**config.mk**
```make
export PLATFORM = sky130hd
export DESIGN_NAME = vid_capture
export DESIGN_NICKNAME = d
export VERILOG_FILES = /design/src/rtl/vid_capture_pkg.sv /design/src/rtl/vid_capture_sync_edge.sv /design/src/rtl/vid_capture.sv
export SDC_FILE = /design/constraint.sdc
export NUM_CORES = 1
export LEC_CHECK = 0
export CORE_MARGIN = 2
export CORE_UTILIZATION = 51
export DETAILED_ROUTE_END_ITERATION = 12
export PLACE_DENSITY = 0.76
export REMOVE_ABC_BUFFERS = 1
export SETUP_SLACK_MARGIN = 0.5
export SLEW_MARGIN = 0
export SYNTH_ARGS = -nofsm -noshare
export SYNTH_HDL_FRONTEND = slang
export SYNTH_SLANG_ARGS = --single-unit
```
**constraint.sdc**
```tcl
create_clock -name clk -period 1.7 [get_ports clk]
set_input_delay 0.34 -clock clk [delete_from_list [all_inputs] [get_ports clk]]
set_output_delay 0.34 -clock clk [all_outputs]
set_load 0.005 [all_outputs]
```
**src/rtl/vid_capture_pkg.sv**
```systemverilog
// vid_capture_pkg: shared state encoding, hires address packing and default capture geometry
package vid_capture_pkg;

    localparam int ADDR_W      = 15;
    localparam int X_W         = 7;
    localparam int Y_W         = 8;
    localparam int H_BYTES_DEF = 80;
    localparam int V_LINES_DEF = 240;
    localparam int H_START_DEF = 48;
    localparam int V_START_DEF = 16;

    typedef enum logic [2:0] {
        WAIT_VS,
        VPORCH,
        HPORCH,
        ACTIVE,
        LINE_END
    } state_t;

    // Same {x, y} layout the display path uses on readout
    function automatic logic [ADDR_W-1:0] pack_addr(input logic [X_W-1:0] x, input logic [Y_W-1:0] y);
        return {x, y};
    endfunction

endpackage

```
**src/rtl/vid_capture_sync_edge.sv**
```systemverilog
// sync_edge: 2-flop synchroniser for an asynchronous pin with rise/fall pulses on the synchronised copy
module sync_edge (
    input  logic clk,
    input  logic srst,
    input  logic d_i,
    output logic level_o,
    output logic rise_o,
    output logic fall_o
);

    logic [2:0] sh_q;

    // sh_q[1:0] is the synchroniser, sh_q[2] holds the previous synchronised value for edge detection
    always_ff @(posedge clk) begin
        if (srst) sh_q <= '0;
        else      sh_q <= {sh_q[1:0], d_i};
    end

    assign level_o = sh_q[1];
    assign rise_o  = sh_q[1] & ~sh_q[2];
    assign fall_o  = ~sh_q[1] & sh_q[2];

endmodule

```
**src/rtl/vid_capture.sv**
```systemverilog
// vid_capture: rebuilds the hires byte frame from an external mono raster; VID_CAPTURE_LINE_DECIM_EN keeps only even lines of a line-doubled source
module vid_capture
    import vid_capture_pkg::*;
#(
    parameter int H_BYTES = H_BYTES_DEF,
    parameter int V_LINES = V_LINES_DEF,
    parameter int H_START = H_START_DEF,
    parameter int V_START = V_START_DEF
) (
    input  logic              clk,
    input  logic              srst,
    input  logic              pix_en,
    input  logic              vid_in,
    input  logic              hsync_in,
    input  logic              vsync_in,
    output logic              wr_en,
    output logic [ADDR_W-1:0] wr_addr,
    output logic [7:0]        wr_data,
    output logic              frame_done,
    output logic              locked,
    output logic              short_line
);

    localparam int HCW = $clog2(H_START) + 1;
    localparam int VCW = $clog2(V_START) + 1;

    logic vid_lvl, vid_rise, vid_fall;
    logic hs_lvl, hs_rise, hs_fall;
    logic vs_lvl, vs_rise, vs_fall;

    sync_edge u_vid (.clk(clk), .srst(srst), .d_i(vid_in),   .level_o(vid_lvl), .rise_o(vid_rise), .fall_o(vid_fall));
    sync_edge u_hs  (.clk(clk), .srst(srst), .d_i(hsync_in), .level_o(hs_lvl),  .rise_o(hs_rise),  .fall_o(hs_fall));
    sync_edge u_vs  (.clk(clk), .srst(srst), .d_i(vsync_in), .level_o(vs_lvl),  .rise_o(vs_rise),  .fall_o(vs_fall));

    state_t            state_q;
    logic [X_W-1:0]    x_q;
    logic [Y_W-1:0]    y_q;
    logic [2:0]        bit_q;
    logic [7:0]        shift_q;
    logic [HCW-1:0]    hcnt_q;
    logic [VCW-1:0]    vcnt_q;
    logic              wr_en_q;
    logic [ADDR_W-1:0] wr_addr_q;
    logic [7:0]        wr_data_q;
    logic              frame_done_q;
    logic              locked_q;
    logic              short_line_q;

    logic [7:0] byte_d;
    logic       line_end_d;
    logic       y_step_d;
    logic       write_ok_d;
    logic       end_frame_d;

    assign byte_d     = {shift_q[6:0], vid_lvl};
    assign line_end_d = hs_fall && (state_q == ACTIVE || state_q == LINE_END);

`ifdef VID_CAPTURE_LINE_DECIM_EN
    logic parity_q;
    // Odd source lines are the duplicate half of a doubled pair: traversed but never stored
    assign y_step_d   = parity_q;
    assign write_ok_d = ~parity_q;
`else
    assign y_step_d   = 1'b1;
    assign write_ok_d = 1'b1;
`endif

    assign end_frame_d = y_step_d && (y_q == Y_W'(V_LINES - 1));

    // Capture FSM: vsync abort beats line end, which beats normal per-state progress
    always_ff @(posedge clk) begin
        if (srst) begin
            state_q      <= WAIT_VS;
            x_q          <= '0;
            y_q          <= '0;
            bit_q        <= '0;
            shift_q      <= '0;
            hcnt_q       <= '0;
            vcnt_q       <= '0;
            wr_en_q      <= 1'b0;
            wr_addr_q    <= '0;
            wr_data_q    <= '0;
            frame_done_q <= 1'b0;
            locked_q     <= 1'b0;
            short_line_q <= 1'b0;
`ifdef VID_CAPTURE_LINE_DECIM_EN
            parity_q     <= 1'b0;
`endif
        end else begin
            wr_en_q      <= 1'b0;
            frame_done_q <= 1'b0;
            if (vs_fall) begin
                if (state_q != WAIT_VS) locked_q <= 1'b0;
                state_q <= VPORCH;
                vcnt_q  <= '0;
                hcnt_q  <= '0;
                x_q     <= '0;
                y_q     <= '0;
                bit_q   <= '0;
`ifdef VID_CAPTURE_LINE_DECIM_EN
                parity_q <= 1'b0;
`endif
            end else if (line_end_d) begin
                if (state_q == ACTIVE) short_line_q <= 1'b1;
                if (y_step_d) y_q <= y_q + 1'b1;
                if (end_frame_d) begin
                    frame_done_q <= 1'b1;
                    locked_q     <= 1'b1;
                    state_q      <= WAIT_VS;
                end else begin
                    hcnt_q  <= '0;
                    state_q <= HPORCH;
                end
`ifdef VID_CAPTURE_LINE_DECIM_EN
                parity_q <= ~parity_q;
`endif
            end else begin
                case (state_q)
                    VPORCH: begin
                        if (hs_fall) begin
                            if (vcnt_q == VCW'(V_START - 1)) begin
                                y_q     <= '0;
                                hcnt_q  <= '0;
                                state_q <= HPORCH;
                            end else begin
                                vcnt_q <= vcnt_q + 1'b1;
                            end
                        end
                    end
                    HPORCH: begin
                        if (pix_en) begin
                            if (hcnt_q == HCW'(H_START - 1)) begin
                                x_q     <= '0;
                                bit_q   <= '0;
                                state_q <= ACTIVE;
                            end else begin
                                hcnt_q <= hcnt_q + 1'b1;
                            end
                        end
                    end
                    ACTIVE: begin
                        if (pix_en) begin
                            shift_q <= byte_d;
                            bit_q   <= bit_q + 1'b1;
                            if (bit_q == 3'd7) begin
                                wr_en_q   <= write_ok_d;
                                wr_data_q <= byte_d;
                                wr_addr_q <= pack_addr(x_q, y_q);
                                x_q       <= x_q + 1'b1;
                                if (x_q == X_W'(H_BYTES - 1)) state_q <= LINE_END;
                            end
                        end
                    end
                    WAIT_VS, LINE_END: ;
                    default: state_q <= WAIT_VS;
                endcase
            end
        end
    end

    assign wr_en      = wr_en_q;
    assign wr_addr    = wr_addr_q;
    assign wr_data    = wr_data_q;
    assign frame_done = frame_done_q;
    assign locked     = locked_q;
    assign short_line = short_line_q;

    logic unused_sigs;
    assign unused_sigs = ^{vid_rise, vid_fall, hs_rise, hs_lvl, vs_rise, vs_lvl, shift_q[7]};

endmodule

```
* Yosys cells after proc, flatten, opt, wreduce, memory -nomap -nowiden
Index checks and enable logic that the tools add are counted.
** Storage, ports and cells
- Flip-flop bits (word level) :: 75
- Input port bits :: 6
- Output and inout port bits :: 27
** Operators by class
- Add/sub/neg operators :: 5
- Equal/unequal tests :: 32
- Multiplexer cells :: 37
- Bitwise gates (word level) :: 9
- Reductions and logical operators :: 26
** Operator list (count)
- $mux W7 :: 10
- $mux W3 :: 11
- $mux W8 :: 4
- $pmux W7 S2 :: 2
- $ne A4 B3 Y1 const B :: 5
- $ne A3 B3 Y1 const B :: 6
- $reduce_and A8 Y1 :: 2
- $add A7 B1 Y7 const B :: 2
- $ne A2 B2 Y1 const B :: 6
- $pmux W3 S4 :: 1
- $reduce_and A6 Y1 :: 2
- $reduce_bool A2 Y1 :: 6
- $reduce_and A5 Y1 :: 2
- $ne A3 B2 Y1 const B :: 3
- $reduce_and A3 Y1 :: 3
- $add A8 B1 Y8 const B :: 1
- $eq A8 B8 Y1 const B :: 1
- $ne A4 B2 Y1 const B :: 2
- $reduce_and A4 Y1 :: 2
- $eq A7 B6 Y1 const B :: 1
- $eq A7 B7 Y1 const B :: 1
- $mux W1 :: 7
- $not A1 Y1 :: 7
- $eq A3 B2 Y1 const B :: 2
- 16 further kinds :: 20

* Longest topological paths before layout
Gate-level depths: netlist of run 1.
- Depth after elaboration :: 7
- Mapped depth :: 8
- Depth with buffers taken out :: 8

* Modules after synthesis
Synthesis of run 1 repeated with hierarchy kept, for this count alone.
** Unflattened totals
- Cells, all modules :: 381
- Area total of the unflattened synthesis :: 3228.1 um^2
** Modules (own cells, without submodules)
- vid_capture :: instances 1, cells each 357, area each 2954.1 um^2, sequential area each 1341.3 um^2
- sync_edge :: instances 3, cells each 8, area each 91.3 um^2, sequential area each 60.1 um^2

* Worst setup path before layout of run 1
Ideal clock, no wire load.
- Kind :: register to register
- Start :: register vcnt_q[0]
- End :: register state_q[2]
- Library setup time :: 0.070 ns
- Arrival time :: 1.773 ns
- Required time :: 1.630 ns
- Setup slack :: -0.143 ns
- Stages on the path, launching flop included :: 9
- Buffers on the path :: 0
- Cell sequence :: dfxtp_1 -> ha_1 -> and3_1 -> ha_1 -> nor2_1 -> o21bai_1 -> o32ai_1 -> or4_1 -> a21oi_1
** Between the ends
- Longest elaborated chain between the ends :: 3
** Ends and longest elaborated chain
- start, declared :: RTL line vid_capture.sv:41 : logic [VCW-1:0] vcnt_q;
- start signal, assigned :: RTL line vid_capture.sv:126 : vcnt_q <= vcnt_q + 1'b1;
- $eq A5 B4 Y1 :: RTL line vid_capture.sv:121 : if (vcnt_q == VCW'(V_START - 1)) begin
- $ne A3 B3 Y1 (no line)
- $reduce_and A8 Y1 (no line)
- end signal, assigned :: RTL line vid_capture.sv:112 : state_q <= HPORCH;
- end signal, assigned :: RTL line vid_capture.sv:124 : state_q <= HPORCH;
- end signal, assigned :: RTL line vid_capture.sv:135 : state_q <= ACTIVE;
- end, declared :: RTL line vid_capture.sv:35 : state_t state_q;
Every way passes these cells.
A chain may end at the register's enable or synchronous reset.

* Final worst setup path of run 1
- Start :: register vcnt_q[0]
- End :: register hcnt_q[1]
** Between the ends
- Longest elaborated chain between the ends :: 3
** Ends and longest elaborated chain
- $eq A5 B4 Y1 :: RTL line vid_capture.sv:121
- $ne A3 B3 Y1 (no line)
- $reduce_and A6 Y1 (no line)
- end signal, assigned :: RTL line vid_capture.sv:137 : hcnt_q <= hcnt_q + 1'b1;
- end, declared :: RTL line vid_capture.sv:40 : logic [HCW-1:0] hcnt_q;
Every way passes these cells.

==> results of run 1 <==
-- registers in the layout, summed over array words and instances, names as in the netlist --
signal and cells:
x_q 7, shift_q 7, y_q 8, u_vid.sh_q 2, wr_en 1, wr_data 8, locked 1, hcnt_q 7
state_q 3, short_line 1, wr_addr 15, u_vs.sh_q 3, frame_done 1, u_hs.sh_q 3, vcnt_q 5, bit_q 3
-- through the flow --
step                area [µm²]  hold WS, ps   util
global route              5100          470  0.813
CTS                       4850          449  0.773
global placement          4050          417  0.645
floorplan                 3170          409      -
detailed placement        4050          424  0.645
finish                    5100          443  0.813
-- final timing paths --
check,depth (start not counted),slack [ps],to,start
max,8,-160,hcnt_q[1],vcnt_q[0]
max reg2reg,8,-160,hcnt_q[1],vcnt_q[0]
min,1,440,u_hs.sh_q[1],u_hs.sh_q[0]
min reg2reg,1,440,u_hs.sh_q[1],u_hs.sh_q[0]
-- synth_stat cells (all sizes together) (2+ instances only) --
cell type  count
a2111oi        3
a211oi         4
a21o           2
a21oi         41
a31o           3
a31oi          2
and2           4
and3           4
and3b          2
buf           13
clkbuf         7
dfxtp         75
ha             7
inv            7
mux2i         11
nand2         62
nand2b         8
nand3         11
nand3b         4
nand4          8
nor2          33
nor2b         10
nor3           3
nor4b          2
o21ai         12
or2            2
or3            2
or3b           2
or4            2
xnor2          7
xor2           6
-- power by group through the flow --
stage	combinational [mW]	clock [mW]	sequential, mW
final	0.125	1.58	1.76
after global routing	0.127	1.63	1.77
after global placement	0.0904	0	1.81
after CTS	0.105	1.52	1.77
after floorplan	0.0299	0	1.81
after detailed placement	0.0912	0	1.81
-- timing repair --
| action | in CTS | in global routing |
|---|---|---|
| buffers inserted | 19 | 9 |
| pin swaps | 48 | 38 |
| setup endpoints to repair | 93 | 76 |
| gates resized for setup | 262 | 47 |
| gates cloned | 2 | 0 |
-- cell usage in the layout (no fill, tap or decap), types with 4 or more instances in the layout --
master           count
buf_4               65
dfxtp_1             39
dfxtp_2             33
nand2_1             30
nor2_1              28
buf_2               26
buf_6               22
nand2_2             21
a21oi_2             19
a21oi_1             18
mux2i_1             11
nand2_4             11
nor2b_1              9
clkbuf_8             9
nand4_1              7
xnor2_1              7
o21ai_1              7
inv_1                6
xor2_1               6
nand2b_4             5
nand3_2              5
ha_4                 5
clkdlybuf4s50_1      5
nand3b_1             4
a21oi_4              4
nand3_1              4
o21ai_0              4
-- cells by family (layout without fill, tap and decap cells) --
group,Yosys count,count (layout)
compound gates,77,77
xor+xnor,13,13
fa+ha+maj,7,7
buf+inv,27,144
flops,75,75
mux,11,11
simple gates,162,162
-- per-layer routing --
layer  up-vias  wire, µm  GRT usage  share of wire
met2       182      5790      0.535           0.50
met1      1668      4370      0.339           0.38
li1       1507         -          -              -
met5         -         0          0              0
met3        56       759     0.0531          0.066
met4         0       564      0.182          0.049
-- final cells by class --
class / instances / area (µm²) / area share
multi-input combinational: 270 / 2220 / 0.435
sequential: 75 / 1550 / 0.305
timing repair buffer: 122 / 988 / 0.194
clock buffer: 9 / 124 / 0.0243
tap: 77 / 96.3 / 0.0189
clock inverter: 6 / 90.1 / 0.0177
inverter: 7 / 28.8 / 0.00564
-- critical path, delay by kind of cell (launching register included) --
| kind | cells | cell delay, ps |
|---|---|---|
| buffers and inverters | 1 | 150 |
| AND/OR/NAND/NOR | 2 | 300 |
| adder cells (fa/ha/maj) | 2 | 330 |
| AO/OA/AOI/OAI | 3 | 640 |
| flip-flops | 1 | 340 |
==> impl_metrics.tcl, run 1 <==
set metrics [dict create \
    status "complete, but fails checks" \
    failed_checks "setup timing" \
    synth_top_family_by_area "simple AND/OR/NAND/NOR gates" \
    setup_ws_ps -163 \
    setup_violations 17 \
    cts_max_path_buffers 2 \
    htreeDepth 3 \
    syn_to_final_growth_pct 55.4 \
    syn_avg_cell_area_um2 8.82 \
    clk_pin_slew_ps 90 \
    pin_count 33 \
    vias 3413 \
    setup_tns_ps -1520 \
    die_area_um2 7090 \
    pwr-share-clk 0.455 \
    synthDistinctLibCells 54 \
    path_common_cell "ha_4" \
    gp_congestion 0.856 \
    grt_max_degree 42 \
    syn_area_um2 3280 \
    slew_violations 0 \
    ir_drop_v 0.000909 \
    critPathArrivalTime_ps 2110 \
    timing.fmax_mhz 537 \
    yosys.area_share.simple 0.256 \
    p_int_mw 2.63 \
    yosysSeqAreaShare 0.457 \
    ys.warnings.count 0 \
    combPwrFrac 0.036 \
    p_seq_frac 0.509 \
    instances_no_fill 566 \
    hold_path_class "reg2reg" \
    first_iter_violations 229 \
    dp_cells 521 \
    num-nets-final 498 \
    synth_mux_area_frac 0.0335 \
    drtAntennaViolNets 0 \
    grt_pass1_vias 3409 \
    yosys.area.top_type_share 0.457 \
    tightest_slew_ps 417 \
    crit_path_max_incr_delay_ps 360 \
    synth_edf_count 0 \
    fin_crit_ps 1860 \
    slowest_stage "a2111oi_4" \
    crit_chain "ha_4 > and3_4 > ha_4 > buf_4 > a2111oi_4 > a211o_4 > nand3b_1 > a21oi_1" \
    cp_max_fo 8 \
    p_sw_frac 0.242 \
    start_util 0.523 \
    synthAdderAreaFrac 0.0267 \
    timing.max_cap.violations 0 \
    ys.flop_type "dfxtp_1" \
    ys_ff_latch 75 \
    die_height_um 84.2 \
    final_layout_size_suffix_gt1_frac 0.571 \
    ctsHoldBuffers 0 \
    pwr_density_cell_nw_per_um2 680 \
    antenna_found_initial 0 \
    fp.dieW_um 84.2 \
    finClkSkew_ps 19.9 \
    synthCells 372 \
    critPathLaunchType "flip-flop" \
    dpl.hpwl_um 5340 \
    cts_root_buffer "clkbuf_8" \
    cts_made_buffers 9 \
    required_ps 1950 \
    clk-insertion-delay-late_ps 370 \
    detail_route.wl_per_cell_um 20.3 \
    finalPower_mw 3.47 \
    clock-sinks 75 \
    row_count 29 \
    period_share 1.10 \
    hold_viol 0 \
    synth_top_cell_by_area "dfxtp_1" \
    drc 0 \
    grt_pass1_wl_um 16900 \
    ys_top_cells_by_area "dfxtp_1 46%, nand2_1 7.1%, a21oi_1 5.6%, nor2_1 3.7%, mux2i_1 3.4%" \
    diodes 0 \
    wl_um 11500 \
    vias_per_cell 6.03 \
    leakagePower_nw 2.01 \
    cts_tree "done" \
    path_class "reg2reg" \
    ys_async_sr_fraction 0 \
    fill_cells 321 \
    portBuffers 32 \
    preCtsSetupSlack_ps -318 \
    grt.overflow.total 0 \
    synth-xor-area-share 0.0347 \
    switchingPower_uw 838 \
    core_area_um2 6280 \
    grt_setup_unrepaired "true" \
    grt_usage 0.303 \
    dr.pass1.iters 5 \
    worstSetupEndpointType "flip-flop" \
    synth_compound_area_frac 0.149 \
    max_slew_margin 0.718 \
]
Power figures use the tool's default switching activity.
==> inputs of run 2 (changes only) <==
--- a/config.mk
+++ b/config.mk
@@ -7,2 +7,3 @@
 export LEC_CHECK = 0
+export ABC_AREA = 1
 export CORE_MARGIN = 2
@@ -10,3 +11,3 @@
 export DETAILED_ROUTE_END_ITERATION = 12
-export PLACE_DENSITY = 0.76
+export PLACE_DENSITY = 0.75
 export REMOVE_ABC_BUFFERS = 1
==> constraint.sdc (replaced) <==
create_clock -name clk -period 1.7 [get_ports clk]
set_input_delay 0.17 -clock clk [delete_from_list [all_inputs] [get_ports clk]]
set_output_delay 0.17 -clock clk [all_outputs]
set_load 0.005 [all_outputs]
==> run 2 against run 1 <==
Compared with the run above:
- the run still ends with setup timing left
- non-clock buffer count is 18 lower
- final cell count up 12%
- setup slack improved by 120 ps
- utilization increased by 0.68 points
- synthesized area up 1.0%
- clock power fell by 8%
- routed wire length decreased by 0.85%
- via count is 5.7% higher
- synthesized cell count increased by 20%
- sequential power increased by 15%
- global-route usage shrank 2.9 points
- critical path type unchanged
- largest power group unchanged
==> impl_metrics.tcl, run 2 <==
set metrics [dict create \
    syn_to_final_growth_pct 56.0 \
    yosys.area.top_type_share 0.453 \
    hold_viol 0 \
    vias_per_cell 5.70 \
    dr.pass1.iters 6 \
    setup_tns_ps -154 \
    htreeDepth 3 \
    fin_area_um2 5170 \
    synth_edf_count 0 \
    syn_avg_cell_area_um2 7.42 \
    hold_depth 3 \
    num-nets-final 564 \
    detail_route.wl_per_cell_um 18.0 \
    fin_crit_ps 1740 \
    core_area_um2 6310 \
    ys.flop_type "dfxtp_1" \
    synth_common_cells "75 x dfxtp_1, 75 x nand2_1, 64 x nor2_1, 62 x inv_1, 39 x a21oi_1" \
    dpl.hpwl_um 4930 \
    r2r_cells 10 \
    hold_path_end "u_vs.sh_q[0]" \
    status "complete, but fails checks" \
    hold_start "vsync_in" \
    crit_path_max_incr_delay_ps 350 \
    ir_drop_v 0.000698 \
    pwr_density_cell_nw_per_um2 973 \
    start_util 0.525 \
    grt_max_degree 34 \
    timing.fmax_mhz 575 \
    vias 3609 \
    critPathLaunchType "flip-flop" \
    required_ps 1980 \
    ys_async_sr_fraction 0 \
    cts_root_buffer "clkbuf_8" \
    r2r_slack_ps -40 \
    grt_pass1_wl_um 15600 \
    post-route-util 0.819 \
    timing.max_cap.violations 0 \
    clk-insertion-delay-late_ps 370 \
    critPathArrivalTime_ps 2020 \
    cts_tree "done" \
    worstSetupEndpointType "flip-flop" \
    clk_pin_slew_ps 90 \
    grt_setup_unrepaired "true" \
    die_area_um2 7160 \
    grt_pass1_vias 3476 \
    leakagePower_nw 2.24 \
    wl_um 11400 \
    hold_path_class "in2reg" \
    failed_checks "setup timing" \
    slowest_stage "dfxtp_2" \
    synthDistinctLibCells 29 \
    ys.warnings.count 0 \
    die_height_um 84.6 \
    yosysSeqAreaShare 0.453 \
    cp_max_fo 5 \
    most-common-layout-cells "57 x nand2_1, 52 x nor2_1, 49 x inv_1" \
    drtAntennaViolNets 0 \
    gp_congestion 0.919 \
    cts_made_buffers 9 \
    r2r-start "state_q[2]" \
    row_count 29 \
    slew_violations 0 \
    ys_ff_latch 75 \
    cts_max_path_buffers 2 \
    crit_chain "buf_6 > nor2_4 > inv_4 > nor2_4 > nand3_4 > nor2_8 > buf_12 > buf_6 > o21ai_2 > nor2_1" \
    tightest_slew_ps 680 \
    fp.dieW_um 84.6 \
    period_share 1.02 \
    ys_top_cells_by_area "dfxtp_1 45%, nand2_1 8.5%, nor2_1 7.2%, inv_1 7.0%, a21oi_1 5.9%" \
    antenna_found_initial 0 \
    portBuffers 32 \
    grt_usage 0.275 \
    finalPower_mw 5.04 \
    setup_ws_ps -38.4 \
    placed_cell_area_um2 3900 \
    finClkSkew_ps 14.6 \
    max_slew_margin 0.547 \
    grt.overflow.total 0 \
    synth_top_cell_by_area "dfxtp_1" \
    largest_reg_flops 15 \
    setup_violations 5 \
    diodes 0 \
    r2r_end "wr_addr[10]" \
    drc 0 \
    final_layout_size_suffix_gt1_frac 0.430 \
    syn_area_um2 3320 \
    mostFrequentLayoutCell "nand2_1" \
    synthCells 447 \
    pin_count 33 \
    clock-sinks 75 \
    first_iter_violations 310 \
    path_class "reg2reg" \
]
## run 2: cell types whose count changed after synthesis, moves of 6 or more
cell,change
nor2_1,+32
buf_2,-6
o21ai_1,+20
inv_1,+55
xnor2_1,-7
o21ai_0,+14
a21oi_2,+6
mux2i_1,-11
nand2_1,+13
nor2b_1,-10
nand3_1,+11
nand2b_1,-7
## run 2: cell type report
class                           count  area [µm²]
Clock inverter                      6        63.8
Fill cell                         360        1140
Timing Repair Buffer              104        1030
Clock buffer                       10         138
Sequential cell                    75        1550
Inverter                           63         255
Tap cell                           77        96.3
Multi-Input combinational cell    298        2050
## run 2: per-stage QoR
| stage | setup slack (ps) | instances | hold slack, ps |
|---|---|---|---|
| global route | -74.5 | 633 | 357 |
| global placement | -8.79 | 572 | 391 |
| detailed placement | -74.1 | 572 | 397 |
| CTS | 105 | 623 | 317 |
| finish | -38.4 | 633 | 317 |
| floorplan | -184 | 436 | 239 |
## run 2: kinds of logic after synthesis
kind of cell	after synthesis	synth area share
compound gates	98	0.163
xor+xnor	3	0.00793
fa+ha+maj	7	0.0264
buf+inv	74	0.0902
flops	75	0.453
simple gates	190	0.260
## run 2: timing repair
action	in CTS	in global routing
endpoints found under the hold margin	0	0
gates cloned	3	0
setup endpoints to repair	93	67
hold buffers	0	0
setup buffers	32	10
resized for setup	180	61
pin swaps	29	23
## run 2: worst max path at each step
stage	startpoint	to	slack [ps]
3_3_place_gp	pix_en	hcnt_q[6]	-9
2_1_floorplan	state_q[0]	wr_data[2]	-180
6_report	state_q[2]	wr_addr[10]	-40
3_5_place_dp	pix_en	hcnt_q[6]	-70
5_1_grt	vcnt_q[0]	state_q[1]	-70
4_1_cts	vcnt_q[0]	y_q[5]	110
## run 2: critical path: cells and delay by family, from the launching register on
| family | cells | cell delay, ps |
|---|---|---|
| DFF | 1 | 350 |
| AOI/OAI and AO/OA | 1 | 70 |
| buffers and inverters | 4 | 460 |
| and+or+nand+nor | 5 | 770 |
## run 2: layer usage
| layer | vias up | part of all wire | GRT usage |
|---|---|---|---|
| met5 | - | 0 | 0 |
| met4 | 0 | 0.043 | 0.146 |
| li1 | 1645 | - | - |
| met3 | 57 | 0.065 | 0.0777 |
| met2 | 201 | 0.52 | 0.490 |
| met1 | 1706 | 0.37 | 0.291 |
## run 2: report_power, final
group          switching, mW  internal (mW)
sequential             0.135           1.89
clock                  0.739          0.718
combinational          0.936          0.619
==> inputs of run 3 (changes only) <==
CAP_MARGIN = 40   (was default)
CTS_CLUSTER_SIZE = 8   (was default)
==> results of run 3 <==
Final layout, timing and power as in run 2 (identical DEF).
